===== config.mk =====
export PLATFORM = sky130hd
export DESIGN_NAME = jam_cost_loader
export DESIGN_NICKNAME = d
export VERILOG_FILES = /design/src/rtl/jam_cost_loader.sv
export SDC_FILE = /design/constraint.sdc
export NUM_CORES = 1
export LEC_CHECK = 0
export BUFFER_PORTS_ARGS = -buffer_cell sky130_fd_sc_hd__buf_2
export CAP_MARGIN = 20
export CORE_MARGIN = 5
export CORE_UTILIZATION = 50
export CTS_BUF_LIST = sky130_fd_sc_hd__clkbuf_8 sky130_fd_sc_hd__clkbuf_16
export DETAILED_ROUTE_END_ITERATION = 10
export PLACE_DENSITY = 0.69
export SYNTH_ARGS = -nofsm -noshare
export SYNTH_HDL_FRONTEND = slang
export SYNTH_SLANG_ARGS = --single-unit

===== constraint.sdc =====
create_clock -name CLK -period 2.35 [get_ports CLK]
set_clock_uncertainty 0.2 [all_clocks]
set_input_delay 0.1175 -clock CLK [delete_from_list [all_inputs] [get_ports CLK]]
set_output_delay 0.1175 -clock CLK [all_outputs]
set_load 0.01 [all_outputs]

===== src/rtl/jam_cost_loader.sv =====
// Cost-table loader for the 8x8 job-assignment core: buffers one frame, runs the core, holds its result.
// Optional JAM_COST_CHECKSUM_EN adds a CHKSUM output summing the accepted entries of the current frame.
module jam_cost_loader #(
  parameter int N      = 8,
  parameter int COST_W = 7,
  parameter int SUM_W  = 10
) (
  input  logic                   CLK,
  input  logic                   RST,
  input  logic                   IN_VALID,
  output logic                   IN_READY,
  input  logic [COST_W-1:0]      IN_DATA,
  input  logic                   IN_LAST,
  output logic                   CORE_RST,
  input  logic [$clog2(N)-1:0]   CORE_W,
  input  logic [$clog2(N)-1:0]   CORE_J,
  output logic [COST_W-1:0]      CORE_COST,
  input  logic [SUM_W-1:0]       CORE_MINCOST,
  input  logic [3:0]             CORE_MATCH,
  input  logic                   CORE_VALID,
  output logic                   RES_VALID,
  input  logic                   RES_ACK,
  output logic [SUM_W-1:0]       RES_COST,
  output logic [3:0]             RES_MATCH,
`ifdef JAM_COST_CHECKSUM_EN
  output logic [COST_W+5:0]      CHKSUM,
`endif
  output logic                   FRAME_ERR
);

  localparam int AW    = $clog2(N*N);
  localparam int DEPTH = N*N;

  localparam logic [1:0] ST_LOAD  = 2'd0;
  localparam logic [1:0] ST_SERVE = 2'd1;
  localparam logic [1:0] ST_HOLD  = 2'd2;

  typedef struct packed {
    logic [SUM_W-1:0] cost;
    logic [3:0]       match;
  } res_t;

  logic [1:0]        state;
  logic [AW-1:0]     wr_cnt;
  logic [COST_W-1:0] buf_q [DEPTH];
  logic              core_rst_q;
  logic              serve_first;
  logic              res_vld_q;
  logic              frame_err_q;
  res_t              res_q;

  logic              accept;
  logic              last_slot;
  logic              core_done;
  logic [AW-1:0]     rd_idx;

  assign IN_READY  = (state == ST_LOAD);
  assign accept    = IN_VALID & IN_READY;
  assign last_slot = (wr_cnt == AW'(DEPTH-1));
  // the first SERVE cycle may still see Valid left over from the previous run
  assign core_done = (state == ST_SERVE) && !serve_first && CORE_VALID;

  assign rd_idx    = AW'(CORE_W) * AW'(N) + AW'(CORE_J);
  assign CORE_COST = buf_q[rd_idx];

  assign CORE_RST  = core_rst_q;
  assign RES_VALID = res_vld_q;
  assign RES_COST  = res_q.cost;
  assign RES_MATCH = res_q.match;
  assign FRAME_ERR = frame_err_q;

  always_ff @(posedge CLK) begin
    if (!RST && accept) buf_q[wr_cnt] <= IN_DATA;
  end

  always_ff @(posedge CLK) begin
    if (RST) begin
      state       <= ST_LOAD;
      wr_cnt      <= '0;
      core_rst_q  <= 1'b1;
      serve_first <= 1'b0;
      res_vld_q   <= 1'b0;
      res_q       <= '0;
      frame_err_q <= 1'b0;
    end else begin
      case (state)
        ST_LOAD: begin
          if (accept) begin
            if (last_slot) begin
              wr_cnt      <= '0;
              state       <= ST_SERVE;
              core_rst_q  <= 1'b0;
              serve_first <= 1'b1;
              if (!IN_LAST) frame_err_q <= 1'b1;
            end else if (IN_LAST) begin
              // short frame: drop it and restart at index 0
              wr_cnt      <= '0;
              frame_err_q <= 1'b1;
            end else begin
              wr_cnt <= wr_cnt + AW'(1);
            end
          end
        end
        ST_SERVE: begin
          serve_first <= 1'b0;
          if (core_done) begin
            res_q.cost  <= CORE_MINCOST;
            res_q.match <= CORE_MATCH;
            res_vld_q   <= 1'b1;
            core_rst_q  <= 1'b1;
            state       <= ST_HOLD;
          end
        end
        ST_HOLD: begin
          if (RES_ACK) begin
            res_vld_q <= 1'b0;
            state     <= ST_LOAD;
          end
        end
        default: begin
          state      <= ST_LOAD;
          core_rst_q <= 1'b1;
        end
      endcase
    end
  end

`ifdef JAM_COST_CHECKSUM_EN
  logic [COST_W+5:0] chk_q;

  always_ff @(posedge CLK) begin
    if (RST) begin
      chk_q <= '0;
    end else if (accept) begin
      if (IN_LAST && !last_slot) chk_q <= '0;
      else                       chk_q <= chk_q + (COST_W+6)'(IN_DATA);
    end else if (state == ST_HOLD && RES_ACK) begin
      chk_q <= '0;
    end
  end

  assign CHKSUM = chk_q;
`endif

endmodule


# Word-level counts from Yosys, hierarchy flattened

Memory sizes are Yosys's and may differ from the RTL's.
Index checks and enable logic that the tools add are counted.

Add/sub/neg operators: 2
Equality and inequality tests: 8
Multiplexer cells: 21
Bitwise logic cells: 2
Reductions and logical operators: 16

Operator list:

| kind                                                   | number |
|---|---|
| 2-to-1 mux 6 bit                                       | 2 |
| AND reduction 4 bit                                    | 3 |
| 2-to-1 mux 1 bit                                       | 11 |
| 2-to-1 mux 2 bit                                       | 4 |
| adder 6 x 1 -> 6 bit (second input constant)           | 1 |
| adder 6 x 3 -> 6 bit                                   | 1 |
| equality test 6 bit (second input constant)            | 1 |
| inequality test 2 bit (second input constant)          | 3 |
| one-hot mux 2 bit (3 select lines)                     | 1 |
| AND reduction 3 bit                                    | 2 |
| nonzero test 2 bit                                     | 3 |
| inequality test 2 x 1 -> 1 bit (second input constant) | 2 |
| one-hot mux 1 bit (2 select lines)                     | 2 |
| AND reduction 2 bit                                    | 2 |
| logical AND 1 bit                                      | 3 |
| one-hot mux 1 bit (3 select lines)                     | 1 |
| equality test 2 x 1 -> 1 bit (second input constant)   | 1 |
| equality test 2 bit (second input constant)            | 1 |
| logical NOT 1 bit                                      | 2 |
| logical NOT 2 bit                                      | 1 |
| bitwise AND 1 bit                                      | 1 |
| NOT 1 bit                                              | 1 |

Register bits: 26
RAM bits: 448
Input bits: 33
Output and inout port bits: 25
Memories: 1

Memory list:

| memory | depth | bits a word | rd ports | clocked after memory_dff | write ports | line | RTL |
|---|---|---|---|---|---|---|---|
| buf_q  | 64    | 7           | 1        | 0                        | 1           | 45   | `logic [COST_W-1:0] buf_q [DEPTH];` |

# Depth between registers and ports, before layout

Word-level depth: 5
Depth in mapped cells: 8
Gate-level depth less buffers: 5

# Worst setup path after synthesis

OpenSTA, ideal clock, no wires.

Path kind: register to register
Start point: reg state[1]
End point: mem buf_q[0][0] (enable)
Library setup time: 0.380 ns
Arrival time: 1.814 ns
Path slack: -0.044 ns
Stages on the path, launching flop included: 6
Path buffers: 1
Period minus slack after synthesis: 2.394 ns
Cell sequence: dfxtp_1 clkbuf_1 nor4b_2 nand2_1 or2_2 nor3_1

Cells in the longest elaborated chain, start to end: 5

RTL lines:

| what                                   | line | RTL |
|---|---|---|
| from (decl)                            | 43   | `logic [1:0] state;` |
| from (signal assigned)                 | 78   | `state <= ST_LOAD;` |
| from (signal assigned)                 | 91   | `state <= ST_SERVE;` |
| from (signal assigned)                 | 111  | `state <= ST_HOLD;` |
| logical NOT 2 bit                      | 57   | `assign IN_READY = (state == ST_LOAD);` |
| bitwise AND 1 bit                      | 58   | `assign accept = IN_VALID & IN_READY;` |
| logical AND 1 bit                      | 73   | `if (!RST && accept) buf_q[wr_cnt] <= IN_DATA;` |
| 2-to-1 mux 1 bit                       | 73   |  |
| 2-to-1 mux 1 bit (not written as such) | 73   |  |
| to (decl)                              | 45   |  |

No other way between the ends.

# Final worst setup path

Start point: mem buf_q[55][6]
End point: out CORE_COST[6]

Cells in the longest elaborated chain, start to end: 1

RTL lines:

| what                | line | RTL |
|---|---|---|
| memory (64 x 7 bit) | n/a  |  |
| to (decl)           | 17   | `output logic [COST_W-1:0] CORE_COST,` |

No other way between the ends.

==> metrics <==
Syn Area/Cell 19.6 µm²; drt total wl 42700 µm; Async SR Flop Fraction 0; Hold Fails Final Rpt 0; Synth area leaders edfxtp_1 73%, mux4_2 13%, dfxtp_1 2.8%, nor2_1 1.7%, mux2i_1 1.0%; critical-path cell list mux4_2 > mux4_2 > o21ai_2 > o22ai_2 > buf_2; WL per Instance 25.7 µm; unrepaired setup endpoints after global routing true; residual DRC count 0; hold_ws 0.0468 ns; commonest register cell after synthesis edfxtp_1; Sum Neg Setup Slack -2.21 ns; CORE AREA 0.0366 mm²; Clock Sinks 474; CTS tree yes; startpoint types flop; post-DP HPWL 27700 µm; ant diodes 0; Net Count, Synth 980; CP max-delay cell mux4_2; I/O Buffers 57; first-pass GRT wire length 64700 µm; Max clock buf depth 3; share of cells above drive strength 1 0.338; Util after Layout 0.608; vias in the first global route 10141; CP arrival 2.40 ns; CP Capture Type primary output; largest net degree at the start of global routing 65; Pwr Density 790 mW/mm²; YS warnings 0; top-area cell type share of the netlist area 0.727; Crit Path Class flop to primary output; 1st-pass router iterations 5; Yosys reg bits 474; sequential share of the synthesized area 0.755; VDD IR max 722 µV; CP max FO 1; share of the clock period used by the worst path 1.16; fmax 0.368 GHz; Post-CTS Setup Repair Bufs 0; Die X 202 µm; Area growth syn-to-layout 20.3%; clock latency on the worst-skew pair 0.54 ns; Mapped Cells 946; Worst path max stage delay 0.54 ns; CTS H-Tree Depth 2; leading area contributor after synthesis edfxtp_1; max-cap violations 0; post-route ant nets 0; initial antenna violation count 0; Tmin final 2.71 ns; synth unique cells 47; CTS Buf Count 47; most frequent CP cell mux4_2; Slew headroom 0.359; Reg clk slew, reported paths 0.06 ns; Ports 58; EDFF count, synth 448; std cell rows 70; Max Slew Vio Count 0; final setup fails 7; total gr overflow 0; violated checks setup timing; post-layout net count 1195; gr usage total 0.211; Die Area 0.0410 mm²; Worst EP required 2.03 ns; Hold Crit Class input pin to flop; GPL Wtd Cong 1.01; leading post-synthesis cells by instance count 448 x edfxtp_1, 107 x mux4_2, 84 x nor2_1; outcome finished with violations; root buffer cell clkbuf_16; slew at the pin closest to its max-slew limit 0.962 ns; most common cell in the netlist edfxtp_1; synthesized cell area 0.0185 mm²; Die Ht 202 µm; Initial Util 0.506; vias per cell 5.97; final setup margin -0.365 ns; DR vias 9911; Leak 0.00746 µW; DRT iter0 DRCs 949
worst paths after layout:
path,startpoint,to,slack (ns),cells past startpoint
worst max-delay path,buf_q[55][6],CORE_COST[6],-0.36,5
worst min-delay path,IN_DATA[3],buf_q[1][3],0.05,1
worst max register to register,wr_cnt[0],wr_cnt[1],0.15,7
worst min register to register,RES_COST[7],RES_COST[7],0.25,2
cells in the final DEF, fill, tap and decap left out, types with 16 or more instances in the layout:
| master | netlist | layout |
|---|---|---|
| a21oi_1 | 19 | 19 |
| buf_12 | 0 | 16 |
| buf_2 | 7 | 55 |
| buf_4 | 14 | 117 |
| clkbuf_16 | 0 | 48 |
| dfxtp_1 | 26 | 25 |
| dlygate4sd3_1 | 0 | 27 |
| edfxtp_1 | 448 | 448 |
| mux2i_1 | 19 | 19 |
| mux4_2 | 107 | 107 |
| nand2_1 | 47 | 47 |
| nor2_1 | 84 | 84 |
worst max-delay path: cells and delay by family (launching register included):
family / cells / cell delay (ns)
multiplexers: 2 / 1.05
flip-flops: 1 / 0.36
AO/OA/AOI/OAI: 2 / 0.27
buffers and inverters: 1 / 0.16
through the flow:
step	power, µW	std cells	instance area (µm²)	setup WS (ns)
finish	17600	1661	22300	-0.365
global route	18200	1661	22300	-0.419
CTS	17700	1661	22300	-0.391
detailed placement	10300	1553	20300	-0.0581
global placement	10300	1553	20300	-0.0535
floorplan	9880	946	18500	0.0486
layer usage:
metal	global-route usage	vias up	wire, µm
li1	-	4293	-
met2	0.353	371	21600
met4	0.0594	0	1140
met3	0.0311	81	2830
met5	0	-	0
met1	0.294	5166	17200
cell families after synthesis:
logic type                 Yosys count  synth area share
and+or+nand+nor                    180            0.0426
DFF                                474             0.755
xor gates and xnor gates             4           0.00189
adders and majority gates            1          0.000676
muxes                              142             0.150
buffers and inverters               56            0.0163
AOI/OAI and AO/OA                   89            0.0337
flip-flops by register name (all words and copies together) (netlist names):
register,count
buf_q,448
wr_cnt,6
state,2
CORE_RST,1
FRAME_ERR,1
serve_first,1
RES_MATCH,4
RES_VALID,1
RES_COST,10
report_power, final:
| part | internal (µW) | leakage, µW | switching, µW | total, µW |
|---|---|---|---|---|
| clock | 4360 | 0.000784 | 3020 | 7370 |
| combinational | 438 | 0.00243 | 541 | 978 |
| sequential | 9240 | 0.00424 | 5.51 | 9250 |
| total | 14000 | 0.00746 | 3560 | 17600 |
layout make-up:
cell class | count | area [µm²]
Multi-Input combinational cell | 416 | 4400
Clock inverter | 33 | 322
Inverter | 5 | 18.8
Timing Repair Buffer | 217 | 1770
Fill cell | 2589 | 14300
Tap cell | 468 | 586
Clock buffer | 48 | 1200
Sequential cell | 474 | 14000
timing repair:
item / 4_1_cts / 5_1_grt
pin swaps: 4 / 4
endpoints found under the setup margin: 7 / 8
hold buffers: 27 / 0
endpoints found under the hold margin: 192 / 0
gates resized for setup: 25 / 2
(Power assumes the default switching activity.)
